===== src/rtl/prbs31_err_counter.sv =====
// Saturating counter with synchronous clear (clear beats increment).
// Latency: count updates one cycle after inc/clr; sat decodes the registered count.
// Backpressure: none; inc is ignored once the count is all-ones.
module prbs31_err_counter #(
    parameter int W = 16
) (
    input  logic         clk,
    input  logic         rst_n,
    input  logic         inc,
    input  logic         clr,
    output logic [W-1:0] count,
    output logic         sat
);

    logic [W-1:0] count_q;

    always_ff @(posedge clk or negedge rst_n) begin
        if (!rst_n) begin
            count_q <= '0;
        end else if (clr) begin
            count_q <= '0;
        end else if (inc && !sat) begin
            count_q <= count_q + 1'b1;
        end
    end

    assign count = count_q;
    assign sat   = &count_q;

endmodule


===== config.mk =====
export PLATFORM = sky130hd
export DESIGN_NAME = prbs31_err_counter
export DESIGN_NICKNAME = d
export VERILOG_FILES = /design/src/rtl/prbs31_err_counter.sv
export SDC_FILE = /design/constraint.sdc
export NUM_CORES = 1
export LEC_CHECK = 0
export ABC_AREA = 1
export CELL_PAD_IN_SITES_DETAIL_PLACEMENT = 1
export CELL_PAD_IN_SITES_GLOBAL_PLACEMENT = 1
export CORE_UTILIZATION = 38
export CTS_CLUSTER_DIAMETER = 200
export DETAILED_ROUTE_END_ITERATION = 10
export PLACE_DENSITY = 0.82
export SLEW_MARGIN = 15
export SYNTH_ARGS = -nofsm -noshare
export SYNTH_HDL_FRONTEND = slang
export SYNTH_SLANG_ARGS = --single-unit

===== constraint.sdc =====
create_clock -name clk -period 2.9 [get_ports clk]
set_clock_uncertainty 0.15 [all_clocks]
set_input_delay 0.29 -clock clk [delete_from_list [all_inputs] [get_ports clk]]
set_output_delay 0.29 -clock clk [all_outputs]
set_load 0.02 [all_outputs]

==> results.py, run 1 <==
metrics = {
    "grt": {
        "grt_start_max_net_pins": 17,
        "grt_pass1_vias": 1079,
        "grt_usage": 0.244,
        "grt_pass1_wl_um": 5140,
        "antenna_found_initial": 0,
        "gr-total-overflow": 0,
    },
    "cells_and_area": {
        "seqCellArea_um2": 400,
        "drive_above_1_share": 0.0656,
        "layout_commonest_cell": "nand2_1",
        "diodes": 0,
        "area_growth_pct": 24.5,
        "largest_reg_flops": 16,
        "multi_input_area_um2": 587,
        "postLayoutCellArea_um2": 1330,
        "fin_nets": 189,
        "layout_common_cells": "61 x nand2_1, 20 x clkdlybuf4s50_1, 18 x nor2_1, 17 x nand3_1",
        "fin_util": 0.518,
        "fillers": 345,
    },
    "power_and_ir_drop": {
        "powerDensity_nw_per_um2": 320,
        "p_total_mw": 0.425,
        "p_leak_nw": 0.617,
        "ir_drop_mv": 0.181,
    },
    "routing": {
        "drc_errors": 0,
        "dr_wl_met3_um": 57,
        "top_layer_used": "met4",
        "drtPass1Iterations": 4,
        "wl_um": 3220,
        "route.met2.wl_um": 1580,
        "drt-initial-drc-count": 12,
        "wl_per_cell_um": 15.1,
        "wl_met1_um": 1550,
        "viasPerCell": 5.25,
        "postRouteAntennaNets": 0,
        "num_vias": 1118,
    },
    "timing": {
        "whs_ps": 287,
        "rsz0062_at_grt": "no",
        "tightest_slew_ps": 770,
        "fin_crit_ps": 2600,
        "clock.fmax_ghz": 0.385,
        "finalSetupViolCount": 0,
        "hold_viol": 0,
        "setup_tns_ps": 0,
        "min_period_over_period": 0.895,
        "relSlewSlack": 0.485,
        "slew_violations": 0,
    },
    "worst_hold_path": {
        "min_path_type": "primary input to async pin",
    },
    "clock_network": {
        "cts.sinks": 16,
        "cts_buffer_depth": 2,
        "cts_made_buffers": 3,
        "clkTransAtPathRegs_ps": 110,
        "cts_resized": 0,
        "cts-hold-fix-buffers": 0,
        "clk_latency_ps": 290,
        "cts_root_buffer": "clkbuf_4",
        "postCtsSetupBuffers": 0,
        "tritoncts": "yes",
        "cts_max_level": 1,
    },
    "outcome": {
        "status": "completed",
    },
    "floorplanning": {
        "coreArea_um2": 2570,
        "start_util": 0.416,
        "rows": 18,
        "dieArea_um2": 3020,
        "pin_count": 21,
        "die_h_um": 55.0,
        "fp.dieW_um": 55.0,
    },
    "synthesis": {
        "synth_fp_nets": 166,
        "ys_ff_latch": 16,
        "postSynthCellCount": 161,
        "ys_seq_area_frac": 0.375,
        "syn_avg_cell_area_um2": 6.63,
        "ys_warn_count": 0,
        "synth_area_um2": 1070,
        "synth_cell_types": 18,
    },
    "placement": {
        "place_congestion": 0.798,
        "port_buffers": 20,
        "hpwl_um": 2390,
        "dpl_cell_area_um2": 1290,
    },
    "setup_path": {
        "reg2reg_to": "count[13]",
        "crit-reg2reg-launch": "count[0]",
        "critPathRequiredTime_ps": 2460,
        "cp-end-kind": "primary output",
        "cp_max_fo": 6,
        "critPathArrivalTime_ps": 2160,
        "critical_path_class": "register to primary output",
        "reg2reg_slack_ps": 890,
        "reg2reg_depth": 9,
        "startpoint_type": "register",
    },
    "flow_run": {
        "cap_violations": 0,
    },
}
[Yosys cell counts]
cell type  count  area share
nand3_1       17       0.080
clkbuf_1       1      0.0035
nand2_1       61        0.21
ha_1           1       0.012
buf_6          1       0.011
nor2_4         3       0.032
inv_1         16       0.056
nor2_2         2       0.012
xor2_1         3       0.025
nand2_2        2       0.012
o21ai_1        3       0.014
dfrtp_1       16        0.38
nand4_1       10       0.059
nor3_1         1      0.0047
buf_2          1      0.0047
a21oi_1        4       0.019
nor2_1        18       0.063
o21ai_0        1      0.0047
[final cells by class]
class,instances,share of cell area
multi-input cells,126,0.442
flip-flops and latches,16,0.301
repair buffers,21,0.156
inverters,16,0.0452
well taps,30,0.0282
clock buffers,4,0.0273
[critical path, stage by stage (launching register included)]
cell and delay, ps:
dfrtp_1 440, ha_1 240, nand2_2 90, nor2_4 170, nand3_1 130, nor3_1 160
clkdlybuf4s50_1 630
[cell families after synthesis]
family                   Yosys count  synth area share
AO/OA/AOI/OAI                      8            0.0375
XOR/XNOR                           3            0.0246
adder cells (fa/ha/maj)            1            0.0117
buffers and inverters             19            0.0750
flip-flops                        16             0.375
AND/OR/NAND/NOR                  114             0.476
[stage by stage]
| step | cells | setup slack, ps |
|---|---|---|
| final | 213 | 303 |
| after global routing | 213 | 186 |
| after CTS | 213 | 285 |
| after detailed placement | 209 | 636 |
| after global placement | 209 | 725 |
| after floorplan | 161 | 916 |
[routing by layer]
metal  vias to the layer above  global-route usage
met5                         -                   0
met2                        10               0.424
met1                       545               0.308
met3                         4              0.0301
met4                         0              0.0833
li1                        559                   -
[report_power, final]
group / switching (mW) / leakage [nW] / internal (mW) / total, mW
sequential: 0.00334 / 0.222 / 0.225 / 0.229
clock: 0.0799 / 0.0210 / 0.0764 / 0.156
combinational: 0.0268 / 0.374 / 0.0134 / 0.0403
total: 0.110 / 0.617 / 0.315 / 0.425
[how the worst max path moves through the flow]
| stage | startpoint | to | depth (start not counted) |
|---|---|---|---|
| global placement | count[0] | sat | 6 |
| CTS | count[0] | sat | 6 |
| floorplan | count[1] | sat | 5 |
| detailed placement | count[0] | sat | 6 |
| finish | count[0] | sat | 6 |
| global route | count[1] | sat | 6 |
Power figures use the tool's default switching activity.
==> inputs of run 2 (changes only) <==
--- a/config.mk
+++ b/config.mk
@@ -6,8 +6,10 @@
 export NUM_CORES = 1
 export LEC_CHECK = 0
 export ABC_AREA = 1
+export CAP_MARGIN = 30
 export CELL_PAD_IN_SITES_DETAIL_PLACEMENT = 1
 export CELL_PAD_IN_SITES_GLOBAL_PLACEMENT = 1
+export CORE_ASPECT_RATIO = 0.8
 export CORE_UTILIZATION = 38
 export CTS_CLUSTER_DIAMETER = 200
 export DETAILED_ROUTE_END_ITERATION = 10
==> run 2 against run 1 <==
  * Routed wire length is 2.6% lower
  * Combinational power is 1% lower
  * Die area hardly changed
  * Non-clock buffer count stayed put
  * Clock power is 24% lower
  * Final cell count is 2.3% higher
  * Sequential share of layout area is 0.14 points higher
  * First-iteration DRC count is 58% higher
  * Count of clock-buffer cells in the layout is 1 lower
  * Worst setup slack better by 40 ps
==> results.py, run 2 (synthesis gave the netlist of run 1 again) <==
metrics = {
    "placement": {
        "dpl_cell_area_um2": 1300,
        "port_buffers": 20,
        "pre_cts_slack_ps": 637,
        "hpwl_um": 2410,
        "place_congestion": 0.799,
    },
    "routing": {
        "viasPerCell": 5.27,
        "drtPass1Iterations": 4,
        "wl_per_cell_um": 14.4,
        "drt-initial-drc-count": 19,
        "wl_um": 3140,
        "drc_errors": 0,
        "num_vias": 1149,
        "postRouteAntennaNets": 0,
    },
    "setup_path": {
        "reg2reg_slack_ps": 940,
        "cp_max_fo": 6,
        "reg2reg_depth": 9,
        "startpoint_type": "register",
        "critPathRequiredTime_ps": 2460,
        "cp-end-kind": "primary output",
        "reg2reg_to": "count[11]",
        "cp-endpoint": "sat",
        "crit-reg2reg-launch": "count[0]",
        "startpoint": "count[1]",
        "critPathArrivalTime_ps": 2120,
        "critical_path_class": "register to primary output",
    },
    "cells_and_area": {
        "postLayoutCellArea_um2": 1320,
        "diodes": 0,
        "layout_commonest_cell": "nand2_1",
        "fillers": 373,
        "area_growth_pct": 23.9,
        "largest_reg_flops": 16,
        "fin_nets": 189,
        "drive_above_1_share": 0.0604,
        "layout_common_cells": "61 x nand2_1, 20 x clkdlybuf4s50_1, 18 x nor2_1, 17 x nand3_1",
    },
    "timing": {
        "fin_crit_ps": 2560,
        "slew_violations": 0,
        "min_period_over_period": 0.882,
        "rsz0062_at_grt": "no",
        "worst_slack_ps": 344,
        "setup_tns_ps": 0,
        "clock.fmax_ghz": 0.391,
        "tightest_slew_ps": 799,
        "hold_viol": 0,
        "relSlewSlack": 0.466,
        "whs_ps": 305,
        "finalSetupViolCount": 0,
    },
    "worst_hold_path": {
        "min_path_type": "primary input to async pin",
    },
    "clock_network": {
        "tritoncts": "yes",
        "cts_buffer_depth": 2,
        "cts_resized": 0,
        "clkTransAtPathRegs_ps": 100,
        "cts_max_level": 1,
        "cts_root_buffer": "clkbuf_4",
        "cts.sinks": 16,
        "cts-hold-fix-buffers": 0,
        "clk_latency_ps": 290,
        "postCtsSetupBuffers": 0,
        "cts_made_buffers": 3,
    },
    "grt": {
        "grt_pass1_wl_um": 5330,
        "antenna_found_initial": 0,
        "grt_start_max_net_pins": 17,
        "grt_pass1_vias": 1150,
        "grt_usage": 0.240,
        "gr-total-overflow": 0,
    },
    "floorplanning": {
        "pin_count": 21,
        "coreArea_um2": 2540,
        "die_h_um": 49.4,
        "dieArea_um2": 3030,
        "rows": 16,
        "fp.dieW_um": 61.3,
        "start_util": 0.420,
    },
    "power_and_ir_drop": {
        "powerDensity_nw_per_um2": 292,
        "p_total_mw": 0.386,
        "p_leak_nw": 0.610,
        "ir_drop_mv": 0.243,
    },
    "outcome": {
        "status": "completed",
    },
    "flow_run": {
        "cap_violations": 0,
    },
}
[run 2: cell count changes in the layout (fill, tap and decap cells not counted)]
cell | previous run | this run
clkbuf_8 | 1 | 0
[run 2: final cells by class]
class	instances	area (um^2)	share of cell area
multi-input cells	126	587	0.444
flip-flops and latches	16	400	0.303
repair buffers	21	208	0.157
inverters	16	60.1	0.0454
well taps	36	45.0	0.0341
clock buffers	3	22.5	0.0170
[run 2: worst max-delay path: stages (launching register included)]
cell	delay, ps
dfrtp_1	430
ha_1	260
nand2_2	100
nor2_4	150
nand3_1	120
nor3_1	150
clkdlybuf4s50_1	630
[run 2: worst min-delay path by stage]
stage,from,end,slack (ps),cells after the start
after floorplan,rst_n,count[0],-160,0
after global placement,count[1],count[1],380,2
after detailed placement,count[4],count[4],400,2
after CTS,rst_n,count[14],330,1
after global routing,rst_n,count[14],340,1
final,rst_n,count[14],300,1
[run 2: metrics by stage]
stage	util	cells
after floorplan	-	161
after global placement	0.511	215
after detailed placement	0.511	215
after CTS	0.520	218
after global routing	0.520	218
final	0.520	218
[run 2: where the power goes]
group | total (mW) | switching (mW) | internal (mW)
Combinational | 0.0399 | 0.0264 | 0.0135
Clock | 0.118 | 0.0694 | 0.0483
Sequential | 0.229 | 0.00338 | 0.225
[run 2: per-layer routing]
layer,global-route usage,share of wire
met1,0.314,0.45
met2,0.395,0.49
met3,0.0477,0.039
met4,0.0644,0.020
met5,0,0
